===== src/rtl/regfile_write_arbiter_pkg.sv =====
// Shared definitions for the register-file write arbiter: slot states, drop-counter limit, default protected address.
// Pure declarations: no latency, no backpressure.
package regfile_write_arbiter_pkg;

    typedef enum logic {
        SLOT_EMPTY = 1'b0,
        SLOT_FULL  = 1'b1
    } slot_state_t;

    localparam logic [7:0] DROP_MAX              = 8'hFF;
    localparam int         DEFAULT_PROTECTED_REG = 30;

    function automatic logic [7:0] sat_inc(input logic [7:0] v);
        return (v == DROP_MAX) ? v : v + 8'd1;
    endfunction

endpackage


===== src/rtl/regfile_write_arbiter_rr_arbiter.sv =====
// Combinational arbiter: full-slot vector + pointer -> one-hot grant and index; zero latency, no backpressure.
// Round-robin from i_ptr by default; REGARB_STRICT_PRIO_EN selects fixed priority (requester 0 highest).
module rr_arbiter
    import regfile_write_arbiter_pkg::*;
#(
    parameter int NUM_REQ = 3,
    parameter int PTR_W   = 2
) (
    input  logic [NUM_REQ-1:0] i_req,
    input  logic [PTR_W-1:0]   i_ptr,
    output logic [NUM_REQ-1:0] o_grant,
    output logic               o_grant_vld,
    output logic [2:0]         o_grant_idx
);

    int w_start;

`ifdef REGARB_STRICT_PRIO_EN
    logic w_unused_ptr;
    assign w_unused_ptr = ^i_ptr;
    assign w_start      = 0;
`else
    assign w_start      = int'(i_ptr);
`endif

    // First requester at or after the start position wins; the search wraps.
    always_comb begin
        int cand;
        o_grant     = '0;
        o_grant_vld = 1'b0;
        o_grant_idx = '0;
        cand        = 0;
        for (int k = 0; k < NUM_REQ; k++) begin
            cand = (k + w_start) % NUM_REQ;
            if (!o_grant_vld && i_req[cand]) begin
                o_grant_vld   = 1'b1;
                o_grant[cand] = 1'b1;
                o_grant_idx   = 3'(cand);
            end
        end
    end

endmodule


===== src/rtl/regfile_write_arbiter.sv =====
// Shares the register-file write port among NUM_REQ one-entry slots; accept->RegWrite is one cycle, slot refills in its grant cycle.
// req_ready low only while a slot is full and not granted (or in reset); REGARB_STRICT_PRIO_EN selects fixed priority.
module regfile_write_arbiter
    import regfile_write_arbiter_pkg::*;
#(
    parameter int NUM_REQ       = 3,
    parameter int DATA_W        = 32,
    parameter int ADDR_W        = 5,
    parameter int PROTECTED_REG = DEFAULT_PROTECTED_REG
) (
    input  logic                        clock,
    input  logic                        reset_n,
    input  logic [NUM_REQ-1:0]          req_valid,
    output logic [NUM_REQ-1:0]          req_ready,
    input  logic [NUM_REQ*ADDR_W-1:0]   req_addr,
    input  logic [NUM_REQ*DATA_W-1:0]   req_data,
    output logic                        RegWrite,
    output logic [ADDR_W-1:0]           writeRegister,
    output logic [DATA_W-1:0]           writeData,
    output logic [2:0]                  grant_id,
    output logic [7:0]                  drop_count,
    output logic                        busy
);

    localparam int                PTR_W     = $clog2(NUM_REQ);
    localparam logic [ADDR_W-1:0] PROT_ADDR = ADDR_W'(PROTECTED_REG);

    slot_state_t         r_slot_st   [NUM_REQ];
    logic [ADDR_W-1:0]   r_slot_addr [NUM_REQ];
    logic [DATA_W-1:0]   r_slot_data [NUM_REQ];

    logic [NUM_REQ-1:0]  w_full;
    logic [NUM_REQ-1:0]  w_load;
    logic [NUM_REQ-1:0]  w_grant;
    logic                w_grant_vld;
    logic [2:0]          w_grant_idx;
    logic [PTR_W-1:0]    w_ptr;
    logic [ADDR_W-1:0]   w_sel_addr;
    logic [DATA_W-1:0]   w_sel_data;
    logic                w_is_prot;
    logic                w_do_write;

    always_comb begin
        w_full = '0;
        for (int i = 0; i < NUM_REQ; i++) begin
            w_full[i] = (r_slot_st[i] == SLOT_FULL);
        end
    end

    // A slot being drained this cycle can take a new entry in the same cycle.
    always_comb begin
        req_ready = '0;
        w_load    = '0;
        for (int i = 0; i < NUM_REQ; i++) begin
            req_ready[i] = reset_n & (~w_full[i] | w_grant[i]);
            w_load[i]    = req_valid[i] & req_ready[i];
        end
    end

    rr_arbiter #(
        .NUM_REQ (NUM_REQ),
        .PTR_W   (PTR_W)
    ) u_arb (
        .i_req       (w_full),
        .i_ptr       (w_ptr),
        .o_grant     (w_grant),
        .o_grant_vld (w_grant_vld),
        .o_grant_idx (w_grant_idx)
    );

`ifdef REGARB_STRICT_PRIO_EN
    assign w_ptr = '0;
`else
    logic [PTR_W-1:0] r_ptr;

    always_ff @(posedge clock or negedge reset_n) begin
        if (!reset_n) begin
            r_ptr <= '0;
        end else if (w_grant_vld) begin
            if (w_grant_idx == 3'(NUM_REQ - 1)) begin
                r_ptr <= '0;
            end else begin
                r_ptr <= PTR_W'(w_grant_idx + 3'd1);
            end
        end
    end

    assign w_ptr = r_ptr;
`endif

    always_ff @(posedge clock or negedge reset_n) begin
        if (!reset_n) begin
            for (int i = 0; i < NUM_REQ; i++) begin
                r_slot_st[i]   <= SLOT_EMPTY;
                r_slot_addr[i] <= '0;
                r_slot_data[i] <= '0;
            end
        end else begin
            for (int i = 0; i < NUM_REQ; i++) begin
                if (w_load[i]) begin
                    r_slot_addr[i] <= req_addr[i*ADDR_W +: ADDR_W];
                    r_slot_data[i] <= req_data[i*DATA_W +: DATA_W];
                end
                case (r_slot_st[i])
                    SLOT_EMPTY: if (w_load[i]) r_slot_st[i] <= SLOT_FULL;
                    SLOT_FULL:  if (w_grant[i] && !w_load[i]) r_slot_st[i] <= SLOT_EMPTY;
                    default:    r_slot_st[i] <= SLOT_EMPTY;
                endcase
            end
        end
    end

    always_comb begin
        w_sel_addr = '0;
        w_sel_data = '0;
        for (int i = 0; i < NUM_REQ; i++) begin
            if (w_grant[i]) begin
                w_sel_addr = w_sel_addr | r_slot_addr[i];
                w_sel_data = w_sel_data | r_slot_data[i];
            end
        end
    end

    assign w_is_prot  = w_grant_vld & (w_sel_addr == PROT_ADDR);
    assign w_do_write = w_grant_vld & ~w_is_prot;

    // Protected writes still consume the grant; only the register-file strobe is suppressed.
    always_ff @(posedge clock or negedge reset_n) begin
        if (!reset_n) begin
            RegWrite      <= 1'b0;
            writeRegister <= '0;
            writeData     <= '0;
            grant_id      <= '0;
            drop_count    <= '0;
        end else begin
            RegWrite <= w_do_write;
            if (w_do_write) begin
                writeRegister <= w_sel_addr;
                writeData     <= w_sel_data;
                grant_id      <= w_grant_idx;
            end
            if (w_is_prot) begin
                drop_count <= sat_inc(drop_count);
            end
        end
    end

    assign busy = (|w_full) | RegWrite;

endmodule


===== config.mk =====
export PLATFORM = sky130hd
export DESIGN_NAME = regfile_write_arbiter
export DESIGN_NICKNAME = d
export VERILOG_FILES = /design/src/rtl/regfile_write_arbiter_pkg.sv /design/src/rtl/regfile_write_arbiter_rr_arbiter.sv /design/src/rtl/regfile_write_arbiter.sv
export SDC_FILE = /design/constraint.sdc
export NUM_CORES = 1
export LEC_CHECK = 0
export ABC_CLOCK_PERIOD_IN_PS = 3750
export BUFFER_PORTS_ARGS = -buffer_cell sky130_fd_sc_hd__buf_4
export CORE_MARGIN = 8
export CORE_UTILIZATION = 35
export CTS_BUF_LIST = sky130_fd_sc_hd__clkbuf_16
export DETAILED_ROUTE_END_ITERATION = 12
export GPL_TIMING_DRIVEN = 0
export PLACE_DENSITY = 0.54
export SETUP_SLACK_MARGIN = 0.3
export SLEW_MARGIN = 30
export SYNTH_ARGS = -nofsm -noshare
export SYNTH_HDL_FRONTEND = slang
export SYNTH_SLANG_ARGS = --single-unit

===== constraint.sdc =====
create_clock -name clock -period 3.75 [get_ports clock]
set_input_delay 0.5625 -clock clock [delete_from_list [all_inputs] [get_ports clock]]
set_output_delay 0.5625 -clock clock [all_outputs]
set_load 0.05 [all_outputs]

==> flow_summary.ini <==
[finish]
final_common_cell = buf_4
final_area_um2 = 10000
final_cells = 1055
drive_above_1_share = 0.513
utilization = 0.482
n_antenna_cell = 0
final_cell_mix = buf_4 (203), dfrtp_1 (164), mux2_2 (113)
syn2layout_area_growth_pct = 37.1
n_fill_cell = 1878
fin_nets = 893

[die]
die_y_um = 160
row_count = 53
dieArea_um2 = 25700
initial_core_util = 0.352
core_um2 = 20800
io-pin-count = 169
fp.dieW_um = 160

[timing]
worst_slew_pin_slew_ns = 0.710
max_freq_mhz = 294
slew_headroom = 0.527
rsz0062_at_grt = yes
period_share = 0.908
min_period_ns = 3.40
finalHoldViolations = 0
final_max_slew_viol_count = 0
setup_viol = 0
fin_ws_ns = 0.346
fin_skew_ns = 0.0104

[setup_path]
cp_top_family = buffers and inverters
crit_buf_inv = 6
slowest_delay_ns = 0.44
start_kind = register
crit_path_end_kind = register
rrSetupSlack_ns = 0.35
critPathKind = reg -> reg
slowest_stage = dfrtp_2
r2r_end = grant_id[2]
path_max_fanout = 8
crit_required_ns = 4.06
worstReg2RegStart = r_ptr[1]
crit_chain = buf_4 -> ha_1 -> buf_6 -> nand3_2 -> a2bb2o_2 -> nor4_2 -> a21oi_2 -> buf_6 -> a222oi_1 -> nor2b_2 -> buf_6 -> a21oi_4 -> buf_12 -> buf_12 -> mux2_4
timing.critical_path.mode_cell = buf_6
worstPathArrival_ns = 3.71
ff2ff_path_depth = 15

[clock_network]
clkTransAtPathRegs_ns = 0.07
clock-sinks = 165
clk_latency_ns = 0.43
numCtsBuffers = 17
clk_path_buf_depth = 2
cts_tree = yes
cts-htree-levels = 4
clockRootBuffer = clkbuf_16

[global_routing]
grt_pass1_wl_um = 32600
antenna_found_initial = 0
grt.total_usage = 0.162
overflow = 0
grt_pass1_vias = 5661
grt_max_degree = 88

[run]
maxCapViolCount = 0

[routing]
firstDrtPassIters = 5
wl_um = 21000
drc_errors = 0
wl_per_cell_um = 19.9
drt_iter0_drc = 442
drt-vias-per-instance = 5.04
antenna_left = 0
vias = 5321

[synth]
synth-seq-cells = 165
async_flop_share = 1.00
netlist_area_um2 = 7300
ys_types = 46
yosysSeqAreaShare = 0.565
avgSynthCellArea_um2 = 13.4
yosysWarnings = 0
ys.flop_type = dfrtp_1
syn_nets = 672
syn-instance-count = 547
synth_edf_count = 0
synth_top_area_frac = 0.565
yosysTopAreaCell = dfrtp_1
synthTopCellsByArea = dfrtp_1 (57%), mux2_2 (17%), a222oi_1 (5.1%), mux2i_1 (4.9%), inv_1 (2.1%)

[power_and_ir_drop]
p_per_area_nw_per_um2 = 1200
p_leak_uw = 0.00472
fin_total_pwr_uw = 12000
vdd_ir_drop_max_v = 0.000391

[placed_design]
port_buffers = 168
hpwl_um = 14400
place_ws_ns = -0.247
placed_cells = 992
dpl_cell_area_um2 = 8970
place.gp.congestion = 0.810

[outcome]
status = completed

[worst_hold_path]
hold_path_class = in -> async
sequential cells by signal (all words and copies together), names as in the netlist:
name	count
r_slot_st	3
RegWrite	1
drop_count	8
grant_id	3
writeRegister	5
r_slot_addr	15
r_ptr	2
r_slot_data	96
writeData	32
per-layer routing:
metal / vias to the layer above / wire [um] / global-route usage
met1: 2691 / 9390 / 0.213
met3: 22 / 1090 / 0.0399
met4: 0 / 386 / 0.0590
met2: 166 / 10100 / 0.253
met5: - / 0 / 0
li1: 2442 / - / -
layout make-up:
type                            count  area, um2  area share
Sequential cell                   165       4130       0.413
Clock inverter                     14        119      0.0119
Inverter                           40        153      0.0152
Tap cell                          275        344      0.0344
Buffer                             38        274      0.0274
Timing Repair Buffer              202       1620       0.162
Multi-Input combinational cell    304       2940       0.294
Clock buffer                       17        425      0.0425
cell usage after synthesis, drive strengths merged (5+ instances only):
library cell,number
a21oi,8
a222oi,37
buf,25
clkbuf,13
dfrtp,165
ha,9
inv,40
mux2,115
mux2i,36
nand2,13
nand2b,5
nand3,5
nand4,8
nor2,8
nor3,5
o21ai,7
xnor2,7
cell families (layout without fill, tap and decap cells):
family                     Yosys count  after routing  share of synthesized area
buffers and inverters               78            311                     0.0473
DFF                                165            165                      0.565
xor gates and xnor gates             8              8                    0.00959
AOI/OAI and AO/OA                   70             70                     0.0844
muxes                              151            151                      0.228
and+or+nand+nor                     66             66                     0.0504
adders and majority gates            9              9                     0.0154
per-stage QoR:
step | TNS, ns | hold slack [ns]
6_report | 0 | 0.113
5_1_grt | 0 | 0.139
4_1_cts | 0 | 0.127
3_5_place_dp | -7.32 | 0.494
3_3_place_gp | -10.07 | 0.485
2_1_floorplan | 0 | 0.267
how the worst max path moves through the flow:
stage,from,end,slack (ns),cells past startpoint
after floorplan,r_ptr[0],r_slot_data[65],0.46,14
after global placement,r_ptr[1],grant_id[1],-0.26,13
after detailed placement,r_ptr[1],grant_id[2],-0.25,13
after CTS,r_ptr[0],writeData[31],0.27,15
after global routing,r_ptr[0],grant_id[2],0.20,16
final,r_ptr[1],grant_id[2],0.35,15
worst register-to-register path: stages, from the launching register on:
cell      delay, ns
dfrtp_2        0.44
buf_4          0.15
ha_1           0.19
buf_6          0.15
nand3_2        0.07
a2bb2o_2       0.28
nor4_2         0.30
a21oi_2        0.08
buf_6          0.15
a222oi_1       0.41
nor2b_2        0.28
buf_6          0.14
a21oi_4        0.05
buf_12         0.17
buf_12         0.14
mux2_4         0.29
what timing repair did:
action,in CTS,in global routing
cloned,0,1
setup endpoints to repair,110,92
gates resized for setup,25,32
hold buffers,0,0
setup buffers,15,16
pin swaps,6,8
report_power, final:
group	total (uW)	internal, uW	switching [uW]
combinational	7140	3360	3780
clock	1640	863	777
sequential	3200	2720	479
total	12000	6940	5040
Power figures use the tool's default switching activity.
